**config.mk**
```make
export PLATFORM = sky130hd
export DESIGN_NAME = atm_txn_ctrl
export DESIGN_NICKNAME = d
export VERILOG_FILES = /design/src/rtl/atm_txn_ctrl.sv
export SDC_FILE = /design/constraint.sdc
export NUM_CORES = 1
export LEC_CHECK = 0
export BUFFER_PORTS_ARGS = -buffer_cell sky130_fd_sc_hd__buf_2
export CORE_UTILIZATION = 55
export CTS_CLUSTER_DIAMETER = 50
export CTS_CLUSTER_SIZE = 12
export DETAILED_ROUTE_END_ITERATION = 8
export GPL_TIMING_DRIVEN = 0
export PLACE_DENSITY_LB_ADDON = 0.3
export SYNTH_ARGS = -nofsm -noshare
export SYNTH_HDL_FRONTEND = slang
export SYNTH_SLANG_ARGS = --single-unit
```
**constraint.sdc**
```tcl
create_clock -name clk -period 5.4 [get_ports clk]
set_clock_uncertainty 0.15 [all_clocks]
set_input_delay 0.54 -clock clk [delete_from_list [all_inputs] [get_ports clk]]
set_output_delay 0.54 -clock clk [all_outputs]
set_load 0.02 [all_outputs]
```
**src/rtl/atm_txn_ctrl.sv**
```systemverilog
// ATM balance transaction controller: valid/ready request intake, range check, commit, status pulse.
// Optional cumulative withdrawal limit enabled by defining ATM_WITHDRAW_LIMIT_EN.
module atm_txn_ctrl #(
    parameter int BAL_W    = 16,
    parameter int MAX_BAL  = 65535,
    parameter int INIT_BAL = 0,
    parameter int WD_LIMIT = 500
) (
    input  logic             clk,
    input  logic             rst,
    input  logic             txn_valid,
    output logic             txn_ready,
    input  logic [1:0]       txn_op,
    input  logic [BAL_W-1:0] txn_amount,
    output logic [BAL_W-1:0] balance,
    output logic             busy,
    output logic             done,
    output logic [1:0]       status
);

    localparam logic [1:0] ST_IDLE   = 2'd0;
    localparam logic [1:0] ST_CHECK  = 2'd1;
    localparam logic [1:0] ST_COMMIT = 2'd2;
    localparam logic [1:0] ST_RESP   = 2'd3;

    localparam logic [1:0] OP_DEP    = 2'b00;
    localparam logic [1:0] OP_WD     = 2'b01;
    localparam logic [1:0] OP_WIN    = 2'b10;

    localparam logic [1:0] STS_OK    = 2'b00;
    localparam logic [1:0] STS_INSUF = 2'b01;
    localparam logic [1:0] STS_OVF   = 2'b10;
    localparam logic [1:0] STS_LIM   = 2'b11;

    localparam logic [BAL_W:0]   MAX_EXT  = (BAL_W+1)'(MAX_BAL);
    localparam logic [BAL_W-1:0] INIT_VAL = BAL_W'(INIT_BAL);

    // WD_LIMIT is bounded below 2**BAL_W so the BAL_W+1 bit limit sum cannot wrap.
    if (MAX_BAL >= (1 << BAL_W) || INIT_BAL > MAX_BAL || WD_LIMIT >= (1 << BAL_W)) begin : g_bad_param
        $error("atm_txn_ctrl: parameter out of range");
    end

    logic [1:0]       state_q, state_d;
    logic [1:0]       op_q, op_d;
    logic [BAL_W-1:0] amt_q, amt_d;
    logic [1:0]       chk_status_q, chk_status_d;
    logic [BAL_W-1:0] res_q, res_d;
    logic [BAL_W-1:0] balance_q, balance_d;
    logic [1:0]       status_q, status_d;
    logic             done_q, done_d;
    logic             ready_q, ready_d;
    logic             busy_q, busy_d;

    logic [BAL_W:0]   amt_ext, bal_ext, sum_ext;

    assign amt_ext = {1'b0, amt_q};
    assign bal_ext = {1'b0, balance_q};
    assign sum_ext = bal_ext + amt_ext;

`ifdef ATM_WITHDRAW_LIMIT_EN
    localparam logic [BAL_W:0] WD_EXT = (BAL_W+1)'(WD_LIMIT);

    logic [BAL_W:0] total_q, total_d;
    logic [BAL_W:0] wd_sum;

    assign wd_sum = total_q + amt_ext;

    always_comb begin
        total_d = total_q;
        if (state_q == ST_COMMIT && chk_status_q == STS_OK) begin
            if (op_q == OP_WD)
                total_d = wd_sum;
            else if (op_q == OP_WIN)
                total_d = '0;
        end
    end

    always_ff @(posedge clk or posedge rst) begin
        if (rst) total_q <= '0;
        else     total_q <= total_d;
    end
`endif

    always_comb begin
        state_d = state_q;
        op_d    = op_q;
        amt_d   = amt_q;
        case (state_q)
            ST_IDLE: begin
                if (txn_valid) begin
                    state_d = ST_CHECK;
                    op_d    = txn_op;
                    amt_d   = txn_amount;
                end
            end
            ST_CHECK:  state_d = ST_COMMIT;
            ST_COMMIT: state_d = ST_RESP;
            default:   state_d = ST_IDLE;
        endcase
    end

    always_comb begin
        chk_status_d = chk_status_q;
        res_d        = res_q;
        if (state_q == ST_CHECK) begin
            chk_status_d = STS_OK;
            res_d        = balance_q;
            case (op_q)
                OP_DEP: begin
                    if (sum_ext > MAX_EXT) chk_status_d = STS_OVF;
                    else                   res_d = sum_ext[BAL_W-1:0];
                end
                OP_WD: begin
                    if (amt_ext > bal_ext) chk_status_d = STS_INSUF;
`ifdef ATM_WITHDRAW_LIMIT_EN
                    else if (wd_sum > WD_EXT) chk_status_d = STS_LIM;
`endif
                    else res_d = balance_q - amt_q;
                end
                OP_WIN:  ;
                default: chk_status_d = STS_LIM;
            endcase
        end
    end

    // res_q already holds the unchanged balance for every non-OK or no-effect case.
    always_comb begin
        balance_d = balance_q;
        status_d  = status_q;
        if (state_q == ST_COMMIT) begin
            status_d = chk_status_q;
            if (chk_status_q == STS_OK) balance_d = res_q;
        end
        done_d  = (state_q == ST_COMMIT);
        ready_d = (state_d == ST_IDLE);
        busy_d  = (state_d != ST_IDLE);
    end

    always_ff @(posedge clk or posedge rst) begin
        if (rst) begin
            state_q      <= ST_IDLE;
            op_q         <= '0;
            amt_q        <= '0;
            chk_status_q <= STS_OK;
            res_q        <= INIT_VAL;
            balance_q    <= INIT_VAL;
            status_q     <= STS_OK;
            done_q       <= 1'b0;
            ready_q      <= 1'b1;
            busy_q       <= 1'b0;
        end else begin
            state_q      <= state_d;
            op_q         <= op_d;
            amt_q        <= amt_d;
            chk_status_q <= chk_status_d;
            res_q        <= res_d;
            balance_q    <= balance_d;
            status_q     <= status_d;
            done_q       <= done_d;
            ready_q      <= ready_d;
            busy_q       <= busy_d;
        end
    end

    assign txn_ready = ready_q;
    assign busy      = busy_q;
    assign done      = done_q;
    assign status    = status_q;
    assign balance   = balance_q;

endmodule
```
# ---- Word level (Yosys, flattened, before mapping)
# Index checks and enable logic that the tools add are counted.
dict set report totals {
  out_inout_bits 21
  in_bits 21
  word_cells 33
  ff_bits 59
}
dict set report classes {
  magnitude_cmp 2
  add_sub_neg 2
  n_reduce_logical 7
  mux 8
  n_eq_ne 4
}
# operator n
set ops {}
lappend ops {{2-to-1 mux 16 bit} 2}
lappend ops {{one-hot mux 16 bit (2 select lines)} 1}
lappend ops {{adder 16 x 16 -> 17 bit} 1}
lappend ops {{> comparator 17 x 16 -> 1 bit (second input constant)} 1}
lappend ops {{> comparator 16 bit} 1}
lappend ops {{subtractor 16 bit} 1}
lappend ops {{one-hot mux 2 bit (3 select lines)} 2}
lappend ops {{logical NOT 2 bit} 4}
lappend ops {{== test 2 x 1 -> 1 bit (second input constant)} 2}
lappend ops {{== test 2 bit (second input constant)} 2}
lappend ops {{2-to-1 mux 2 bit} 2}
lappend ops {{AND reduction 2 bit} 2}
lappend ops {{nonzero test 2 bit} 1}
lappend ops {{2-to-1 mux 1 bit} 1}

# ---- Depth between registers and ports, before layout
# Gate-level depths: netlist (run 1).
dict set report depth {
  ltp_word 4
  depth_mapped 13
  depth_no_buf 12
}

# ---- Worst setup path before layout (run 1)
# OpenSTA, ideal clock, no wires.
dict set report synth_path {
  path_kind {register to register}
  startpoint {reg balance_q[1], in the netlist balance[1]}
  endpoint {reg res_q[10]}
  n_path_buf 0
  setup_time_ns 0.141
  required_ns 5.109
  t_arrival_ns 2.765
  slack_ns 2.344
  stages_incl_launch_ff 11
  period_less_slack_ns 3.056
  path_cell_list {dfrtp_1 > inv_1 > fa_1 > or2_4 > a221oi_4 > o211ai_2 > a211oi_4 > nor2_4 > a221oi_1 > o21bai_2 > a31oi_1}
}
dict set report synth_between {
  elab_chain_len 4
  elab_cells_between_ends 7
  cone_classes {2 x add/sub; 2 x order compare; 3 x mux}
}
# element line_no
set synth_rtl {}
lappend synth_rtl {{start: declaration} 48} ;# logic [BAL_W-1:0] balance_q, balance_d;
lappend synth_rtl {{start signal: assignment} 157} ;# balance_q <= balance_d;
lappend synth_rtl {{adder 16 x 16 -> 17 bit} 58} ;# assign sum_ext = bal_ext + amt_ext;
lappend synth_rtl {{> comparator 17 x 16 -> 1 bit} 110} ;# if (sum_ext > MAX_EXT) chk_status_d = STS_OVF;
lappend synth_rtl {{2-to-1 mux 16 bit} 110}
lappend synth_rtl {{one-hot mux 16 bit (2 select lines) (*)} 108} ;# case (op_q)
lappend synth_rtl {{end signal: assignment} 156} ;# res_q <= res_d;
lappend synth_rtl {{end: declaration} 47} ;# logic [BAL_W-1:0] res_q, res_d;
# Every way passes the cells marked *; elsewhere a longest branch is shown, timed or not.
# A chain may end at the register's enable or synchronous reset.

# ---- Worst setup path in the final report (run 1)
dict set report layout_path {
  startpoint {reg balance_q[0], in the netlist balance[0]}
  endpoint {reg res_q[2]}
}
# Same word-level chain as after synthesis.

==> results.txt, run 1 <==
The highest net fanout along the worst path came out at 10. The largest individual stage delay along the critical path comes from the cell clkbuf_1. Prior to clock tree synthesis, the placed netlist has a worst setup slack of 1996 ps. The most frequent standard cell in the layout excluding fill and tap cells is dfrtp_1.

The sequential fraction of the synthesis area is 0.3468, and the initial core utilization is 0.5781. The tools report the number of nets in the synthesized netlist as 511. Number of DRC markers in iteration 0: 315. TritonCTS built the clock tree. Routability-driven placement finished with a final weighted congestion of 0.8995. Timing would allow up to 283.6 MHz. After floorplanning, the core was divided into 31 placement rows. Number of CTS-inserted buffers: 9. The area share of the largest cell type after synthesis is 0.3407, and the post-synthesis async set-or-reset flop share is 1.000. For the number of global-route vias before repair, the log shows 3446. The pin count of the biggest net entering global routing came out at 32. The tools report the endpoint type of the worst setup path as a flip-flop.

The routed wire length per instance is 17.62 um, and the number of iterations in the first detailed-routing pass is 5. On the critical path the largest part of the delay comes from compound AO/OA/AOI/OAI gates. The number of cells on the worst reg-to-reg path is 12. In the final layout, flip-flops and latches occupy 1478 um2. The run gives 0 as the count of final hold-check violations. The synthesized area divided by synthesized cell count works out to 9.405 um2. Path type of the worst min-delay path: input pin to async pin. Once detail routing completed, the nets flagged for antenna violations numbered 0.

For the initial antenna violation count, the log shows 0. For this run, design rule violations remaining after detail routing come to 0. The tool flagged a number of max-cap violations equal to 0. Counting the fill cells in the layout gives 623. Among the stages of the critical path, the cell type that occurs most often is inv_1. Type of element launching the critical path: a flip-flop. Detailed routing inserted a total of 3621 vias. In this run, post-CTS repair resized a total of 0 instances.

Worst setup path startpoint: balance[0]$_DFFE_PP0P_. The floorplan step set the die width to 90.01 um. Dominant cell type by area after synthesis: dfrtp_1. The final period utilization is 0.6529.

The tools report the termination of the worst setup path as res_q[2]$_DFFE_PP0N_. The first global-routing pass estimated 17.63 mm of wire. The Yosys step of the flow raised 0 warnings. The HPWL after detailed placement is 7.881 mm. The reg-to-reg critical path endpoint is res_q[2]$_DFFE_PP0N_. For this block, the routed nets add up to 10.75 mm of wire.

Setup violations remaining at the end of the flow were counted as 0. The level count of the clock H-tree is 3. The multi-input combinational cells in the finished layout cover a total of 2560 um2.

The distinct cell type count of the synthesized netlist is 67. The prevailing post-synth register cell is dfrtp_1. For the data required time at the worst endpoint, the log shows 5460 ps. In this run the clock root is driven by a clkbuf_8.

The run gives 0 as the number of max-slew violations in the final report. The fraction of final layout cells with drive strength greater than 1 works out to 0.2329. The logs give 0.5468 for the worst slew margin relative to its limit and 8102 um2 for the full die area. The repair_antennas step left the layout with diodes totalling 0. The run finished with clean final reports. The library cells used most frequently in the layout, excluding fill and tap cells, are dfrtp_1 (58), buf_2 (45), nor2_1 (37). The run gives 360 ps as the worst-skew pair later-pin latency. The smallest setup slack after layout was 1874 ps; the height of the chip was 90.01 um. The synthesis-to-layout area growth came out at 13.83%.

The filler-free cell count of the finished design came out at 610. Traced cell by cell, the critical path runs through inv_1, ha_1, inv_1, fa_1, a211oi_1, nor2_1, o211a_1, o21ai_1, clkbuf_1, o21ai_0, a222oi_1, a21oi_1. The total area inside the core boundary comes to 7370 um2. After global routing the overflow that remains totals 0.

The I/O pin count is 42, and the measured slew at the worst slew-check pin is 679.7 ps. Setup repair after global routing left no endpoint under its margin. The synthesized design contains 0 enable-type register cells. The tree built by TritonCTS fans out to 59 sinks. For the finished layout, the period the worst path requires is 3526 ps.

The count of buffering cells on the critical path with inverters included came out at 3. The count of buffers added on input and output ports is 41. At the worst endpoint, the arrival time is 3580 ps.

Summed negative setup slack over all endpoints: 0 ps. The logs give 0 for the setup fix buffers added after clock tree synthesis and 2 for the maximum clock insertion buffer count. The overall track demand over capacity in global routing was 0.2801.

The mapped netlist covers 4260 um2. Clock-pin slew was measured on the worst setup and hold paths at 80 ps. By startpoint and endpoint, the worst setup path is classified as flip-flop to flip-flop. For this run, the post-layout net count is 564.

The cell count along the critical path is 12, and the via density per instance is 5.936. For the cell count after synthesis, the log shows 453. By area the synthesized netlist is led by dfrtp_1 (34%), ha_1 (10%), mux2_2 (9.5%). On the worst path, the slowest cell contributes a delay of 460 ps.

Slack of the worst reg-to-reg path: 1870 ps. The worst register-to-register path begins at balance[0]$_DFFE_PP0P_. The synthesized design contains 59 register bits. The total of hold buffers inserted after clock tree synthesis is 0, and the number of cells after detailed placement is 594.
## cells in the mapped netlist, types with 5 or more instances
cell type / n
mux2_2: 36
a31oi_1: 9
nor3_1: 9
nand2b_1: 6
a221oi_1: 8
nand2_1: 32
xnor2_1: 11
xor2_1: 8
o21ai_0: 23
nor2b_1: 7
nor2_1: 37
a21oi_1: 22
mux2i_1: 7
dfrtp_1: 58
a21o_1: 5
ha_1: 35
clkbuf_1: 15
inv_1: 35
## stage by stage
step	hold slack, ps	util	area, um2
CTS	134.0	0.6581	4850
detailed placement	325.6	0.6255	4609
global route	159.1	0.6581	4850
global placement	313.8	0.6228	4589
finish	107.2	0.6581	4850
floorplan	296.0	-	4260
## worst reg2reg max path, cell delays in order, from the launching register on
cell and delay, ps:
dfrtp_1 420, inv_1 90, ha_1 180, inv_1 60, fa_1 440, a211oi_1 270, nor2_1 130, o211a_1 280
o21ai_1 350, clkbuf_1 460, o21ai_0 190, a222oi_1 250, a21oi_1 110
## flip-flops by register name, indices dropped and copies added, names as in the netlist
name,flops
amt_q,16
busy,1
res_q,16
state_q,2
chk_status_q,2
status,2
done,1
txn_ready,1
balance,16
op_q,2
## cell families after synthesis
logic type	count (synthesis)	synth area share
flip-flops	59	0.3468
buffers and inverters	56	0.05228
multiplexers	43	0.1116
AO/OA/AOI/OAI	115	0.1935
adder cells (fa/ha/maj)	37	0.1122
AND/OR/NAND/NOR	124	0.1445
XOR/XNOR	19	0.03906
## worst min-delay path by stage
stage                                    start                      to  slack (ps)  cells after the start
after global placement    res_q[1]$_DFFE_PP0N_  balance[1]$_DFFE_PP0P_         310                      2
final                                      rst   status[0]$_DFFE_PP0P_         110                      2
after detailed placement  res_q[0]$_DFFE_PP0N_  balance[0]$_DFFE_PP0P_         330                      2
after global routing                       rst     op_q[0]$_DFFE_PP0P_         160                      2
after CTS                                  rst     op_q[0]$_DFFE_PP0P_         130                      2
after floorplan           res_q[0]$_DFFE_PP0N_  balance[0]$_DFFE_PP0P_         300                      2
## metal layers
metal | vias to the layer above | global-route usage | wire [um]
met5 | - | 0 | 0
met4 | 0 | 0.07661 | 174
met3 | 16 | 0.06091 | 558
met2 | 139 | 0.4523 | 5083
met1 | 1741 | 0.3796 | 4933
li1 | 1725 | - | -
## area by class of cell
cell class / instances / area share
multi-input cells: 338 / 0.5279
flip-flops and latches: 59 / 0.3047
repair buffers: 42 / 0.04644
inverters: 35 / 0.02709
clock buffers: 9 / 0.02554
well taps: 99 / 0.02554
clock inverters: 7 / 0.02399
plain buffers: 21 / 0.01883
Power of run 1 is not shown: default switching activity piles up to over one toggle a cycle in this logic, so the estimate is an artifact.
==> inputs of run 2 (changes only) <==
--- a/config.mk
+++ b/config.mk
@@ -5,6 +5,7 @@
 export SDC_FILE = /design/constraint.sdc
 export NUM_CORES = 1
 export LEC_CHECK = 0
+export ABC_AREA = 1
 export BUFFER_PORTS_ARGS = -buffer_cell sky130_fd_sc_hd__buf_2
 export CORE_UTILIZATION = 55
 export CTS_CLUSTER_DIAMETER = 50
==> constraint.sdc (replaced) <==
create_clock -name clk -period 3.05 [get_ports clk]
set_clock_uncertainty 0.15 [all_clocks]
set_input_delay 0.305 -clock clk [delete_from_list [all_inputs] [get_ports clk]]
set_output_delay 0.305 -clock clk [all_outputs]
set_load 0.02 [all_outputs]
==> run 2 against run 1 <==
  * Global-route usage increased by 7.9 points
  * Critical path depth grew 1
  * Non-clock buffer count increased by 4
  * Register-to-register slack lost 1700 ps
  * First-iteration DRC count is 48% higher
  * Final cell count is 45% higher
  * Wire length increased by 42%
  * Hold slack got worse by 64 ps
  * Die area up 12%
  * Core utilization shrank 0.99 points
  * Area after synthesis is 12% higher
  * Critical path type unchanged
==> results.txt, run 2 <==
The flow ran to the end, and the final reports show no timing, DRC or antenna violations. The area share of the largest cell type after synthesis is 0.3036. The signal on the critical path passes through ha_1, inv_2, nand2_1, nand2_1, a21oi_1, nand2_1, a21oi_4, buf_6, nand3_1, nand2_1, nand3_1, nand2_1, nand2_1.

Global routing finished with a remaining overflow of 0. During placement, the flow inserted port buffers numbering 41. The full die area is 9070 um2, and the area occupied by multi-input gates is 2746 um2. Largest family of logic cells by synthesized area: simple AND/OR/NAND/NOR gates. The synthesized-area fraction occupied by adder cells came out at 0.09997. Buffers added to address setup during post-CTS repair amount to 0.

The wire length reported by the detailed router came out at 15.32 mm. The count of buffering cells on the critical path with inverters included is 2. The root buffer cell chosen for the clock tree is clkbuf_8. The run gives 0 as the initial antenna violation count. Routability-driven placement finished with a final weighted congestion of 1.002.

Setup violations remaining at the end of the flow were counted as 0. The sequential fraction of the synthesis area was 0.3091. The dominant cell type by area after synthesis was dfrtp_1. The final period demand of the worst path was 2898 ps.

The final period utilization is 0.9501, and the distinct cell type count of the synthesized netlist is 33. The height of the chip is 95.24 um. Kind of critical path: flip-flop to flip-flop.

In this run the worst path has a maximum fanout of 10. Ranked by total cell area, the synthesized netlist is headed by dfrtp_1 (30%), nand2_1 (14%), ha_1 (9.2%). The overall die width is 95.24 um, and the final instance area is 5379 um2. For the final standard cell utilization of the core, the log shows 0.6481. The count of final hold-check violations came out at 0. The run gives 45 as the pin count of the biggest net entering global routing.

The run gives 59 as the clock sink total. Setup repair after global routing could not meet its margin everywhere. The simple-gate share of the synthesized area is 0.3154. The prevailing post-synth register cell is dfrtp_1.

The placed instances occupy a cell area of 5137 um2. The area growth from synthesis to layout is 12.51%. The number of DRC markers in iteration 0 is 467, and the via density per instance is 5.598. For this run, the slowest stage of the critical path takes 480 ps.

The cell with the most instances after synthesis is nand2_1. Counting the fill cells in the layout gives 765. The number of synthesized flops with an enable pin is 0, and the post-synthesis xor/xnor area fraction is 0.02015. At the pin with the least slew margin, the transition time is 729.1 ps. The post-synthesis async set-or-reset flop share came out at 1.000. The post-synthesis compound-gate area fraction came out at 0.1196. The tools report the number of antenna repair diodes as 0. The run gives 882 as the filler-free cell count of the finished design.

The clock-pin transition on the worst setup and hold timing paths is 80 ps. The worst setup path is captured at a flip-flop. Final hold analysis gives a worst-case slack of 43.68 ps.

The tools report the number of CTS-inserted buffers as 9. The first detailed-routing pass ran for 7 iterations. Synthesis produced 718 cells. The worst slew margin relative to its limit is 0.5139.

The number of max-capacitance violations reported is 0. After detailed routing, the number of remaining DRC violations is 0. The initial core utilization was 0.5761.

After synthesis, the most frequently instantiated cells are nand2_1 (178), inv_1 (98), nor2_1 (88), nand3_1 (63), a21oi_1 (62). The run gives 830 as the net count reported at finish. The data required time at the worst endpoint was 3130 ps; the synthesis warning total was 0. The register bit count reported by yosys was 59. The number of cells after detailed placement is 865.

The worst-path cell with the longest stage delay was dfrtp_1. The largest delay contributor family on the critical path was simple AND/OR/NAND/NOR gates. By instance count, the cell type seen most on the critical path is nand2_1. The first global-routing pass estimated 23.87 mm of wire. The worst hold path belongs to the class input pin to flip-flop. The most frequent standard cell in the layout excluding fill and tap cells was nand2_1.

The tools report the number of max-slew violations in the final report as 0. The library cells used most frequently in the layout, excluding fill and tap cells, are nand2_1 (177), inv_1 (96), nor2_1 (88). In this run the mean area of a mapped cell was 6.659 um2. The worst setup path is launched from a flip-flop.

For the worst-skew pair later-pin latency, the log shows 350 ps. The post-synthesis instance area is 4781 um2, and the data arrival time of the critical path is 2980 ps. The floorplan has 33 rows.

The clock passes through at most 2 buffers. The final route contains 4937 vias. The number of global-route vias before repair was 4659; the number of nets in the synthesized netlist was 776. For the HPWL after detailed placement, the log shows 11.79 mm. The overall track demand over capacity in global routing was 0.3593; the level count of the clock H-tree was 3. Fraction of final layout cells with drive strength greater than 1: 0.1403. The detail route stage leaves a number of antenna-violating nets equal to 0. Timing would allow up to 345.1 MHz. The core area was 8299 um2; the combined flip-flop and latch cell area was 1478 um2. TritonCTS built the clock tree.

The I/O pin count is 42, and the proportion of synthesized area in mux cells is 0.01884. The routed wire length per instance was 17.37 um.
run 2: worst reg2reg max path, cell delays in order (launching register included):
cell and delay, ps:
dfrtp_1 480, ha_1 490, inv_2 130, nand2_1 80, nand2_1 70, a21oi_1 230
nand2_1 140, a21oi_4 350, buf_6 220, nand3_1 160, nand2_1 100, nand3_1 80
nand2_1 70, nand2_1 60
run 2: layout make-up:
class,count,share of cell area
Tap cell,105,0.02442
Inverter,115,0.08025
Multi-Input combinational cell,520,0.5106
Sequential cell,59,0.2747
Buffer,24,0.02373
Clock buffer,12,0.02884
Timing Repair Buffer,43,0.04373
Clock inverter,4,0.01372
run 2: routing by layer:
layer  GRT usage  up-vias  share of wire
met4      0.1351        0          0.034
met5           0        -              0
met2      0.5786      222           0.46
met3     0.06539       43          0.080
li1            -     2379              -
met1      0.4787     2293           0.43
run 2: repair_timing:
action                                  in CTS  in global routing
hold endpoints to repair                    15                  0
endpoints found under the setup margin       0                  7
hold buffers                                 1                  0
resized for setup                            0                  2
run 2: kinds of logic (layout without fill, tap and decap cells):
kind of cell,after synthesis,count (layout)
adder cells (fa/ha/maj),37,37
buffers and inverters,139,198
flip-flops,59,59
XOR/XNOR,11,11
multiplexers,8,8
AND/OR/NAND/NOR,359,359
AO/OA/AOI/OAI,105,105
run 2: final timing paths:
check | from | end | slack [ps] | cells after the start
setup / recovery | balance[13]$_DFFE_PP0P_ | res_q[10]$_DFFE_PP0N_ | 150 | 13
max in group asynchronous | rst | txn_ready$_DFF_PP1_ | 1760 | 4
hold / removal | txn_amount[0] | amt_q[0]$_DFFE_PP0P_ | 40 | 2
min in group asynchronous | rst | amt_q[2]$_DFFE_PP0P_ | 340 | 3
hold reg to reg | res_q[3]$_DFFE_PP0N_ | res_q[3]$_DFFE_PP0N_ | 330 | 2
setup reg to reg | balance[13]$_DFFE_PP0P_ | res_q[10]$_DFFE_PP0N_ | 150 | 13
run 2: per-stage QoR:
step / TNS, ps / worst slack (ps)
finish: 0 / 152.1
global placement: 0 / 187.6
floorplan: 0 / 620.2
global route: -9.249 / -9.249
detailed placement: 0 / 107.3
CTS: 0 / 88.47
Power of run 2 is left out for the same reason.
